### src/rtl/seg7_scan_if.sv
// seg7_scan_if: the multiplexed seven-segment display bus and the decoded-frame
// outputs recovered from it.
//   an_n        : 8-bit active-low digit select (bit i = digit i)
//   seg_n       : 7-bit active-low segment lines (bit0 = a ... bit6 = g)
//   value       : 32-bit last complete frame, nibble i = digit i
//   err_mask    : digit i held an undecodable pattern in the last frame
//   blank_mask  : digit i was blank (seg_n = 7'h7F) in the last frame
//   frame_valid : one-cycle strobe when value/err_mask/blank_mask update
// Handshake: frame_valid is a push-only strobe with no ready. It is high for
// exactly one cycle in which value/err_mask/blank_mask carry the new frame.
// Those outputs then hold until the next strobe.
// Modports: master = display side (drives the bus, observes results);
//           slave  = decoder.
interface seg7_scan_if;
   logic [7:0]  an_n;
   logic [6:0]  seg_n;
   logic [31:0] value;
   logic [7:0]  err_mask;
   logic [7:0]  blank_mask;
   logic        frame_valid;

   modport master (
      output an_n, seg_n,
      input  value, err_mask, blank_mask, frame_valid
   );

   modport slave (
      input  an_n, seg_n,
      output value, err_mask, blank_mask, frame_valid
   );
endinterface

### src/rtl/seg7_scan_decoder.sv
// seg7_scan_decoder: recovers the hexadecimal value shown on a multiplexed
// seven-segment display. Each (an_n, seg_n) pair must persist for
// STABLE_CYCLES sampling edges before it is captured into the digit buffer.
// Once all eight digits have been captured, the buffer is published as one frame.
//   clk : single clock
//   rst : asynchronous active-high reset
//   bus : seg7_scan_if.slave (an_n/seg_n in; value/err_mask/blank_mask/frame_valid out)
// All outputs are registered; no input reaches an output combinationally.
module seg7_scan_decoder #(
   parameter int STABLE_CYCLES = 4   // legal range 2..255
) (
   input  logic        clk,
   input  logic        rst,
   seg7_scan_if.slave  bus
);

   localparam logic [7:0] SAT_CNT = 8'(STABLE_CYCLES);
   localparam logic [7:0] CAP_CNT = 8'(STABLE_CYCLES - 1);

   logic [14:0] prev_q;       // previous {an_n, seg_n} sample
   logic [7:0]  cnt_q;        // saturating run length of the current pair
   logic [31:0] buf_nib_q;
   logic [7:0]  buf_err_q;
   logic [7:0]  buf_blank_q;
   logic [7:0]  seen_q;
   logic        pub_q;        // buffer is complete; publish on the next edge
   logic [31:0] value_q;
   logic [7:0]  err_q;
   logic [7:0]  blank_q;
   logic        valid_q;

   logic [14:0] sample;
   logic        same;
   logic        sel_ok;
   logic [7:0]  sel_bit;
   logic [3:0]  dec_nib;
   logic        dec_err;
   logic        dec_blank;
   logic        capture;
   logic [7:0]  seen_base;
   logic [7:0]  seen_next;
   logic        complete;

   assign sample  = {bus.an_n, bus.seg_n};
   assign same    = (sample == prev_q);
   assign sel_ok  = $onehot(~bus.an_n);
   assign sel_bit = sel_ok ? ~bus.an_n : 8'h00;

   // The counter only reaches STABLE_CYCLES from STABLE_CYCLES-1 on an equal
   // sample, so this fires once per run even if the pair is held forever.
   assign capture = same && (cnt_q == CAP_CNT) && sel_ok;

   // On the publish edge, seen restarts from zero. A capture on that same edge
   // therefore counts toward the next frame.
   assign seen_base = pub_q ? 8'h00 : seen_q;
   assign seen_next = capture ? (seen_base | sel_bit) : seen_base;
   assign complete  = capture && (seen_next == 8'hFF);

   // Inverse of the hex-to-segment encoder (active-low segments).
   always_comb begin
      dec_nib   = 4'h0;
      dec_err   = 1'b0;
      dec_blank = 1'b0;
      case (bus.seg_n)
         7'h40: dec_nib = 4'h0;
         7'h79: dec_nib = 4'h1;
         7'h24: dec_nib = 4'h2;
         7'h30: dec_nib = 4'h3;
         7'h19: dec_nib = 4'h4;
         7'h12: dec_nib = 4'h5;
         7'h02: dec_nib = 4'h6;
         7'h78: dec_nib = 4'h7;
         7'h00: dec_nib = 4'h8;
         7'h10: dec_nib = 4'h9;
         7'h08: dec_nib = 4'hA;
         7'h03: dec_nib = 4'hB;
         7'h46: dec_nib = 4'hC;
         7'h21: dec_nib = 4'hD;
         7'h06: dec_nib = 4'hE;
         7'h0E: dec_nib = 4'hF;
         7'h7F: dec_blank = 1'b1;
         default: dec_err = 1'b1;
      endcase
   end

   always_ff @(posedge clk or posedge rst) begin
      if (rst) begin
         prev_q      <= {8'hFF, 7'h7F};
         cnt_q       <= 8'd0;
         buf_nib_q   <= 32'h0;
         buf_err_q   <= 8'h00;
         buf_blank_q <= 8'h00;
         seen_q      <= 8'h00;
         pub_q       <= 1'b0;
         value_q     <= 32'h0;
         err_q       <= 8'h00;
         blank_q     <= 8'h00;
         valid_q     <= 1'b0;
      end else begin
         prev_q <= sample;
         if (!same) begin
            cnt_q <= 8'd1;
         end else if (cnt_q < SAT_CNT) begin
            cnt_q <= cnt_q + 8'd1;
         end

         if (capture) begin
            for (int i = 0; i < 8; i++) begin
               if (sel_bit[i]) begin
                  buf_nib_q[i*4 +: 4] <= dec_nib;
                  buf_err_q[i]        <= dec_err;
                  buf_blank_q[i]      <= dec_blank;
               end
            end
         end

         seen_q  <= seen_next;
         pub_q   <= complete;
         valid_q <= pub_q;
         // The buffer read here still holds the completing digit. Any capture
         // on this edge lands in the buffer only after the read.
         if (pub_q) begin
            value_q <= buf_nib_q;
            err_q   <= buf_err_q;
            blank_q <= buf_blank_q;
         end
      end
   end

   assign bus.value       = value_q;
   assign bus.err_mask    = err_q;
   assign bus.blank_mask  = blank_q;
   assign bus.frame_valid = valid_q;

endmodule
### src/flat_wrapper.sv
// flat-port wrapper written by rule: the top's interface ports become plain ports
module seg7_scan_decoder_flat 
#(
   parameter int STABLE_CYCLES = 4                        
)
  (clk, rst, bus_an_n, bus_seg_n, bus_value, bus_err_mask, bus_blank_mask, bus_frame_valid);
  seg7_scan_if bus_i ();
  input  logic clk;
  input  logic rst;
  input wire logic [$bits(bus_i.an_n)-1:0] bus_an_n;
  input wire logic [$bits(bus_i.seg_n)-1:0] bus_seg_n;
  output wire logic [$bits(bus_i.value)-1:0] bus_value;
  output wire logic [$bits(bus_i.err_mask)-1:0] bus_err_mask;
  output wire logic [$bits(bus_i.blank_mask)-1:0] bus_blank_mask;
  output wire logic [$bits(bus_i.frame_valid)-1:0] bus_frame_valid;
  assign bus_i.an_n = bus_an_n;
  assign bus_i.seg_n = bus_seg_n;
  assign bus_value = bus_i.value;
  assign bus_err_mask = bus_i.err_mask;
  assign bus_blank_mask = bus_i.blank_mask;
  assign bus_frame_valid = bus_i.frame_valid;
  seg7_scan_decoder #(.STABLE_CYCLES(STABLE_CYCLES)) u_core (.clk(clk), .rst(rst), .bus(bus_i));
endmodule
### config.mk
export PLATFORM = sky130hd
export DESIGN_NAME = seg7_scan_decoder_flat
export DESIGN_NICKNAME = d
export VERILOG_FILES = /design/src/rtl/seg7_scan_if.sv /design/src/rtl/seg7_scan_decoder.sv /design/src/flat_wrapper.sv
export SDC_FILE = /design/constraint.sdc
export NUM_CORES = 1
export LEC_CHECK = 0
export BUFFER_PORTS_ARGS = -buffer_cell sky130_fd_sc_hd__buf_2
export CAP_MARGIN = 20
export CORE_ASPECT_RATIO = 0.9
export CORE_MARGIN = 2
export CORE_UTILIZATION = 52
export CTS_CLUSTER_DIAMETER = 30
export DETAILED_ROUTE_END_ITERATION = 6
export GPL_TIMING_DRIVEN = 0
export PLACE_DENSITY = 0.75
export SYNTH_ARGS = -nofsm -noshare
export SYNTH_HDL_FRONTEND = slang
export SYNTH_SLANG_ARGS = --single-unit
### constraint.sdc
create_clock -name clk -period 4.11 [get_ports clk]
set_input_delay 0.6165 -clock clk [delete_from_list [all_inputs] [get_ports clk]]
set_output_delay 0.6165 -clock clk [all_outputs]
set_load 0.05 [all_outputs]
==> results of run 1 <==
cell families after synthesis:
family / after synthesis / synth area share, %
flip-flops: 129 / 56.7
multiplexers: 90 / 17.6
AND/OR/NAND/NOR: 88 / 11.0
buffers and inverters: 52 / 3.63
AO/OA/AOI/OAI: 47 / 5.42
XOR/XNOR: 18 / 2.75
adder cells (fa/ha/maj): 11 / 2.93
stage by stage:
stage                     utilization, %  setup WS [ps]  instances  hold WS, ps
after floorplan                        -           77.3        435          409
after global placement              57.8          -1010        633          477
after detailed placement            58.1           -242        635          486
after CTS                           63.5            184        667          154
after global routing                63.6          -1.60        667          170
final                               63.6            191        667          161
registers in the layout (all words and copies together), names as in the netlist:
signal and cells:
u_core.cnt_q 8, u_core.buf_blank_q 8, u_core.seen_q 8, u_core.bus.value 32
u_core.buf_nib_q 32, u_core.bus.frame_valid 1, u_core.prev_q 15, u_core.bus.err_mask 8
u_core.buf_err_q 8, u_core.pub_q 1, u_core.bus.blank_mask 8
layer usage:
| layer | GRT usage, % | up-vias | wire length, um |
|---|---|---|---|
| met4 | 7.93 | 0 | 183 |
| met5 | 0 | - | 0 |
| met2 | 33.5 | 104 | 5770 |
| met1 | 30.7 | 1849 | 5370 |
| met3 | 4.51 | 19 | 527 |
| li1 | - | 1725 | - |
power groups by stage:
stage	clock (uW)	combinational [uW]	sequential (uW)
2_1_floorplan	0	103	1310
3_3_place_gp	0	145	1310
3_5_place_dp	0	157	1310
4_1_cts	1480	158	1290
5_1_grt	1550	180	1290
6_report	1460	157	1290
synth_stat cells (5+ instances only):
master,count,area (sq um)
nand4_1,12,75.1
dfrtp_1,114,2850
nor2_4,8,90.1
ha_1,7,87.6
o21bai_1,9,67.6
inv_1,33,124
o21ai_0,8,40.0
mux2_2,85,957
nor2_1,10,37.5
nand3_2,8,80.1
dfstp_2,15,394
a31oi_1,10,62.6
clkbuf_1,10,37.5
and3_1,9,56.3
a21oi_1,5,25.0
nand2_1,7,26.3
nor3_1,9,45.0
xnor2_1,14,123
final cells by class:
class / count / area, sq um / area share [%]
Sequential cell: 129 / 3250 / 47.4
Multi-Input combinational cell: 254 / 2290 / 33.5
Timing Repair Buffer: 67 / 358 / 5.22
Clock inverter: 14 / 145 / 2.12
Inverter: 33 / 129 / 1.88
Clock buffer: 18 / 429 / 6.26
Buffer: 19 / 83.8 / 1.22
Tap cell: 133 / 166 / 2.43
timing repair:
item | 4_1_cts | 5_1_grt
gates resized for setup | 0 | 3
setup buffers | 0 | 0
endpoints found under the setup margin | 0 | 9
path summary, 6_finish.rpt:
path	depth (start not counted)	slack [ps]	endpoint	startpoint
max	15	190	u_core.buf_nib_q[27]	bus_an_n[2]
min	2	160	u_core.bus.value[23]	rst
max reg2reg	5	1680	u_core.buf_nib_q[27]	u_core.prev_q[7]
min reg2reg	1	500	u_core.bus.err_mask[2]	u_core.bus.err_mask[2]
max in group asynchronous	3	3210	u_core.bus.err_mask[0]	rst
min in group clk	1	310	u_core.prev_q[3]	bus_seg_n[3]
==> run_results.csv, run 1 <==
group,metric,value,unit
status,outcome,"finished, final reports clean",
setup_path,path_max_fanout,8,
die,die_area,11900,sq um
clock_network,clkTransAtPathRegs,70,ps
synthesis,avgSynthCellArea,13.2,sq um
synthesis,synth_nets,463,
grt,overflow,0,
synthesis,synth_seq_cells,129,
setup_path,crit_buf_inv,5,
clock_network,clk_path_buf_depth,2,
die,row_count,36,
layout,n_fill_cell,794,
layout,final_cell_mix,"dfrtp_1, mux2_2, buf_2, inv_1, clkbuf_16",
setup_path,crit_family,"adder cells",
layout,num_antenna_cells,0,
die,start_util,53.2,%
grt,grt_max_degree,101,
clock_network,cts_tree,"done",
timing,rsz0062_at_grt,"yes",
place,hpwl,8320,um
clock_network,ctsHoldBuffers,0,
power_and_ir_drop,fin_total_pwr,2900,uW
place,port_buffers,65,
synthesis,ys_seq_area_share,56.7,%
layout,area_growth_syn_to_layout,19.6,%
timing,finalSetupViolations,0,
timing,clock-skew-final,7.84,ps
clock_network,cts_num_sinks,129,
grt,antenna_found_initial,0,
die,die_y,104,um
power_and_ir_drop,ir_drop,0.000231,V
clock_network,insertion_delay,410,ps
setup_path,worstPathCellList,"buf_2 > inv_1 > ha_1 > fa_1 > inv_1 > fa_1 > inv_1 > ha_1 > fa_1 > nor4bb_1 > nand4bb_1 > buf_6 > nor2_4 > nand3_2 > mux2_2",
layout,nets,549,
grt,grtUsageTotal,21.8,%
power_and_ir_drop,p_sw,712,uW
setup_path,slowest_delay,530,ps
power_and_ir_drop,power.leakage,0.00348,uW
synthesis,ys_types,50,
timing,setup-tns-final,0,ps
power_and_ir_drop,cellPowerDensity,424,nW/um^2
power_and_ir_drop,pwr-share-clk,50.3,%
synthesis,syn-cell-area,5730,sq um
synthesis,synthCells,435,
clock_network,cts_root_buffer,"clkbuf_16",
setup_path,crit_arrival,4210,ps
power_and_ir_drop,switching_share,24.5,%
setup_path,critPathRequiredTime,4400,ps
layout,final_layout_size_suffix_gt1_share,42.3,%
die,die_width,115,um
timing,drv_slew,0,
layout,final_common_cell,"dfrtp_1",
clock_network,cts_buffers,17,
synthesis,synth_warnings,0,
timing,layout_min_cycle_time,3920,ps
power_and_ir_drop,combPwrFrac,5.4,%
timing,period_share,95.4,%
routing,wl_per_cell,17.8,um
routing,vias_per_cell,5.54,
timing,clock.fmax,255,MHz
place,place_congestion,0.943,
timing,worst_pin_slew,981,ps
timing,slew-limit-headroom,34.5,%
grt,grt_pass1_vias,3807,
synthesis,synth_flop_cell,"dfrtp_1",
setup_path,worstSetupPathType,"in -> reg",
place,post_dp_cell_area,6260,sq um
run,maxCapViolCount,0,
layout,stdcell_area,6850,sq um
routing,drt_iter0_markers,206,
routing,ant_nets,0,
die,ios,66,
routing,drc,0,
power_and_ir_drop,p_int,2190,uW
routing,drt-total-wl,11900,um
synthesis,synth_edf_count,0,
setup_path,end_kind,"register",
setup_path,cp-start-kind,"input pin",
synthesis,async_reset_ff_share,100,%
setup_path,cpMaxStageDelayCell,"fa_1",
grt,grt_pass1_wl,19900,um
hold_path,hp-class,"in -> async",
routing,dr.pass1.iters,4,
clock_network,cts_max_level,4,
die,design.core.area,10800,sq um
timing,finalHoldViolCount,0,
power_and_ir_drop,power_frac_seq,44.4,%
routing,num_vias,3697,
Note: power is estimated with default switching activity, not from simulation.
==> run 2, diff against run 1 <==
- CORE_UTILIZATION: 52 -> 58
- PLACE_DENSITY: 0.75 -> 0.79
- SLEW_MARGIN: default -> 10
- clock period: 4.11 -> 4.4 ns (I/O delays scaled with it)
==> run 2 against run 1 <==
Effect of this change:
- cell count shrank 0.90%
- clock-buffer cell count unchanged
- global-route usage grew 3.2 points
- highest routed layer unchanged
- via count grew 2.1%
- largest cell class unchanged
- critical path depth is the same
- clock power fell by 12%
- routed wire length is 0.55% higher
- combinational power down 6%
- total power shrank 9.0%
- register-to-register slack better by 390 ps
- critical endpoint is now u_core.buf_nib_q[5]
==> run_results.csv, run 2 (synthesis results as in run 1) <==
group,metric,value,unit
setup_path,end_kind,"register",
power_and_ir_drop,power.leakage,0.00347,uW
clock_network,cts-resized-gates,0,
layout,final_layout_size_suffix_gt1_share,42.2,%
routing,dr.pass1.iters,4,
layout,utilization,70.5,%
clock_network,ctsHoldBuffers,0,
place,dpl.cell_count,628,
place,place_congestion,0.923,
setup_path,worstSetupStartpoint,"bus_an_n[2]",
routing,wl_per_cell,18.0,um
routing,drt_iter0_markers,182,
status,outcome,"finished, final reports clean",
clock_network,cts_max_level,4,
clock_network,cts_buffers,17,
timing,finalSetupViolations,0,
grt,overflow,0,
clock_network,cts_root_buffer,"clkbuf_8",
layout,instances_no_fill,661,
setup_path,path_max_fanout,8,
setup_path,r2r_cells,5,
setup_path,cp-start-kind,"input pin",
setup_path,worstSetupPathType,"in -> reg",
routing,num_vias,3776,
die,die_y,98.3,um
timing,layout_min_cycle_time,4040,ps
setup_path,crit_arrival,4440,ps
die,die_width,109,um
hold_path,hp-class,"in -> async",
clock_network,cts_tree,"done",
grt,grt_max_degree,86,
routing,drt-total-wl,11900,um
die,design.core.area,9660,sq um
run,maxCapViolCount,0,
clock_network,clkTransAtPathRegs,60,ps
grt,grtUsageTotal,25.0,%
layout,nets,550,
die,row_count,34,
grt,grt_pass1_wl,20000,um
timing,worst_pin_slew,1020,ps
layout,area_growth_syn_to_layout,18.8,%
grt,antenna_found_initial,0,
setup_path,critPathRequiredTime,4800,ps
layout,num_antenna_cells,0,
die,ios,66,
routing,ant_nets,0,
die,start_util,59.3,%
timing,clock.fmax,247,MHz
die,die_area,10700,sq um
clock_network,cts_num_sinks,129,
place,post-place-ws,-155,ps
layout,final_cell_mix,"dfrtp_1, mux2_2, buf_2, inv_1, clkbuf_16",
place,port_buffers,65,
clock_network,insertion_delay,520,ps
setup_path,regToRegStartpoint,"u_core.prev_q[14]",
power_and_ir_drop,ir_drop,0.000234,V
timing,period_share,91.9,%
timing,drv_slew,0,
timing,finalHoldViolCount,0,
routing,vias_per_cell,5.71,
clock_network,postCtsSetupRepairBufs,0,
timing,rsz0062_at_grt,"no",
routing,drc,0,
place,hpwl,8190,um
grt,grt_pass1_vias,3948,
timing,setup_ws,358,ps
timing,slew-limit-headroom,31.8,%
layout,final_common_cell,"dfrtp_1",
timing,clock-skew-final,8.19,ps
power_and_ir_drop,cellPowerDensity,388,nW/um^2
clock_network,clk_path_buf_depth,2,
==> run 2: changes by cell type in the layout (fill, tap and decap cells not counted), moves of 2 or more <==
cell and delta:
nand3_4 -2, nand3_2 +2, inv_6 -2, inv_8 -2, clkinv_2 +2
==> run 2: cell type report <==
cell class              count  area (sq um)
flip-flops and latches    129          3250
multi-input cells         254          2270
well taps                 126           158
clock inverters            14           131
repair buffers             68           363
plain buffers              19          83.8
fillers                   657          2850
inverters                  33           129
clock buffers              18           418
==> run 2: per-stage QoR <==
step / hold WS (ps) / total power, uW / instance area (sq um) / setup TNS [ps]
finish: 160 / 2640 / 6800 / 0
CTS: 152 / 2660 / 6800 / 0
global route: 168 / 2730 / 6800 / 0
global placement: 478 / 1360 / 6210 / -87710
detailed placement: 488 / 1370 / 6250 / -3570
floorplan: 409 / 1320 / 5730 / 0
==> run 2: worst max-delay path: stages <==
cell and delay (ps):
buf_2 200, inv_1 100, ha_1 230, fa_1 540
inv_1 60, fa_1 530, inv_1 50, ha_1 210
fa_1 380, nor4bb_1 370, nand4bb_1 170, buf_6 200
nor2_4 120, nand3_2 190, mux2_1 420
==> run 2: final timing paths <==
kind / endpoint / slack, ps
setup / recovery: u_core.buf_nib_q[5] / 360
hold / removal: u_core.bus.value[20] / 160
setup reg to reg: u_core.buf_nib_q[5] / 2070
hold reg to reg: u_core.buf_nib_q[1] / 500
max in group asynchronous: u_core.bus.value[29] / 3510
min in group clk: u_core.prev_q[3] / 250
==> run 2: routing by layer <==
layer	track usage, %	vias to the layer above	share of wire (%)
li1	-	1720	-
met1	34.0	1928	44
met2	38.8	109	49
met3	6.94	19	5.2
met4	8.78	0	1.7
met5	0	-	0
==> run 2: power breakdown <==
part	total [uW]	switching, uW	internal, uW	leakage (uW)
Combinational	148	97.7	50.6	0.00155
Clock	1290	534	755	0.000259
Sequential	1200	3.34	1200	0.00166
==> run 3, diff against run 2 <==
- ABC_AREA: default -> 1
- CORE_UTILIZATION: 58 -> 45
- CTS_BUF_LIST: default -> sky130_fd_sc_hd__clkbuf_16
- PLACE_DENSITY: 0.79 -> default
==> run 3 against run 2 <==
Effect of this change:
- synthesized area is 3.8% lower
- fmax is 5.2% higher
- hold slack better by 110 ps
- first-iteration DRC count is 34% higher
- die area is 23% higher
- sequential share of layout area is 1.1 points higher
- largest cell class unchanged
- highest routed layer unchanged
==> run_results.csv, run 3 <==
group,metric,value,unit
status,outcome,"finished, final reports clean",
timing,slew-limit-headroom,40.1,%
timing,setup_ws,559,ps
clock_network,cts_tree,"done",
clock_network,insertion_delay,410,ps
routing,drt_iter0_markers,244,
routing,num_vias,4101,
timing,whs,274,ps
clock_network,cts-resized-gates,0,
setup_path,crit_family,"adder cells",
die,die_width,121,um
synthesis,synthCells,605,
clock_network,cts_max_level,4,
timing,rsz0062_at_grt,"no",
layout,num_antenna_cells,0,
die,die_y,109,um
routing,drc,0,
setup_path,cp-start-kind,"input pin",
synthesis,synth_top_area_cell,"dfrtp_1",
synthesis,synth_edf_count,0,
grt,grtUsageTotal,19.4,%
setup_path,slowest_delay,520,ps
timing,layout_min_cycle_time,3840,ps
setup_path,end_kind,"register",
setup_path,worstPathCellList,"buf_2 > inv_1 > ha_1 > fa_1 > inv_1 > fa_1 > inv_1 > ha_1 > fa_1 > nor2_1 > nand3b_1 > nor2_8 > nand4_1 > buf_2 > nand2_1 > o21ai_0",
hold_path,hp-class,"in -> async",
routing,ant_nets,0,
layout,final_layout_size_suffix_gt1_share,20.7,%
setup_path,critPathRequiredTime,4670,ps
synthesis,syn-cell-area,5510,sq um
clock_network,cts_buffers,17,
die,row_count,38,
grt,overflow,0,
routing,dr.pass1.iters,5,
place,port_buffers,65,
setup_path,worstSetupPathType,"in -> reg",
place,post-place-ws,128,ps
place,place_congestion,0.861,
routing,vias_per_cell,4.76,
timing,clock-skew-final,8.14,ps
timing,drv_slew,0,
layout,area_growth_syn_to_layout,20.6,%
die,ios,66,
timing,setup-tns-final,0,ps
layout,final_cell_mix,"nand2_1, dfrtp_1, buf_2, inv_1, o21ai_0",
setup_path,regToRegStartpoint,"u_core.prev_q[1]",
synthesis,synth_nets,633,
die,start_util,46.0,%
clock_network,ctsHoldBuffers,0,
synthesis,ys_types,37,
power_and_ir_drop,ir_drop,0.000436,V
layout,final_common_cell,"nand2_1",
die,die_area,13200,sq um
grt,grt_pass1_vias,3922,
synthesis,synth_flop_cell,"dfrtp_1",
routing,drt-total-wl,11500,um
place,hpwl,8000,um
synthesis,synth_common_cells,"nand2_1, dfrtp_1, inv_1",
setup_path,path_max_fanout,10,
synthesis,synth_seq_cells,129,
synthesis,yosysTopAreaCellShare,51.8,%
synthesis,async_reset_ff_share,100,%
clock_network,cts_root_buffer,"clkbuf_16",
synthesis,ys_seq_area_share,58.9,%
timing,period_share,87.3,%
clock_network,clk_path_buf_depth,2,
synthesis,synth_warnings,0,
run,maxCapViolCount,0,
routing,wl_per_cell,13.3,um
setup_path,cpMaxStageDelayCell,"fa_1",
die,design.core.area,12000,sq um
setup_path,worstSetupStartpoint,"bus_an_n[6]",
layout,nets,718,
timing,clock.fmax,260,MHz
synthesis,synthTopCellsByArea,"dfrtp_1, nand2_1, dfstp_2",
synthesis,avgSynthCellArea,9.11,sq um
power_and_ir_drop,power.leakage,0.00360,uW
clock_network,cts_num_sinks,129,
timing,finalHoldViolCount,0,
setup_path,crit_arrival,4110,ps
grt,grt_max_degree,83,
setup_path,crit_buf_inv,5,
timing,finalSetupViolations,0,
power_and_ir_drop,cellPowerDensity,404,nW/um^2
synthesis,yosysMostFrequentCell,"nand2_1",
clock_network,clkTransAtPathRegs,50,ps
clock_network,postCtsSetupRepairBufs,0,
timing,worst_pin_slew,895,ps
grt,antenna_found_initial,0,
grt,grt_pass1_wl,19300,um
-- run 3: per-layer routing --
metal	vias up	routed length, um	track usage [%]
li1	2066	-	-
met1	1921	5410	26.3
met2	100	5340	30.5
met3	14	586	5.70
met4	0	125	6.15
met5	-	0	0
-- run 3: worst reg2reg max path, stage by stage, from the launching register on --
cell and delay [ps]:
dfstp_2 530, nand2_1 60, nand2_1 80, nand3_1 120, nor2_2 230, and2_4 190
buf_12 120, nand3_4 140, clkinv_2 120, nand2_1 50, o21ai_1 120, inv_1 70
-- run 3: logic make-up after synthesis --
family                   count (synthesis)  synth area share (%)
buffers and inverters                   75                  6.08
flip-flops                             129                  58.9
AO/OA/AOI/OAI                           59                  5.93
adder cells (fa/ha/maj)                 11                  3.04
XOR/XNOR                                 3                 0.477
AND/OR/NAND/NOR                        328                  25.6
-- run 3: worst paths after layout --
check | endpoint | slack, ps | cells past startpoint
setup reg to reg | u_core.buf_blank_q[7] | 2450 | 11
min in group clk | u_core.prev_q[1] | 360 | 1
hold reg to reg | u_core.bus.value[18] | 460 | 2
setup / recovery | u_core.buf_err_q[5] | 560 | 16
hold / removal | u_core.bus.value[5] | 270 | 2
max in group asynchronous | u_core.prev_q[12] | 3380 | 3
-- run 3: area by class of cell --
type	instances	area [sq um]
fill	1143	5340
multi-input combinational	401	1930
buffer	20	128
clock buffer	17	425
timing repair buffer	66	353
tap	160	200
clock inverter	14	150
inverter	55	213
sequential	129	3250
-- run 3: stage by stage --
step                      utilization [%]  area [sq um]  total power, uW  cells
final                                55.5          6650             2690    862
after global routing                 55.5          6650             2790    862
after CTS                            55.5          6650             2710    862
after detailed placement             50.7          6070             1350    831
after global placement               50.4          6040             1340    830
after floorplan                         -          5510             1310    605
-- run 3: report_power, final --
group	internal (uW)	leakage (uW)	switching, uW	total (uW)
clock	873	0.000281	484	1360
sequential	1200	0.00170	3.31	1200
combinational	36.9	0.00162	87.8	125
total	2110	0.00360	575	2690
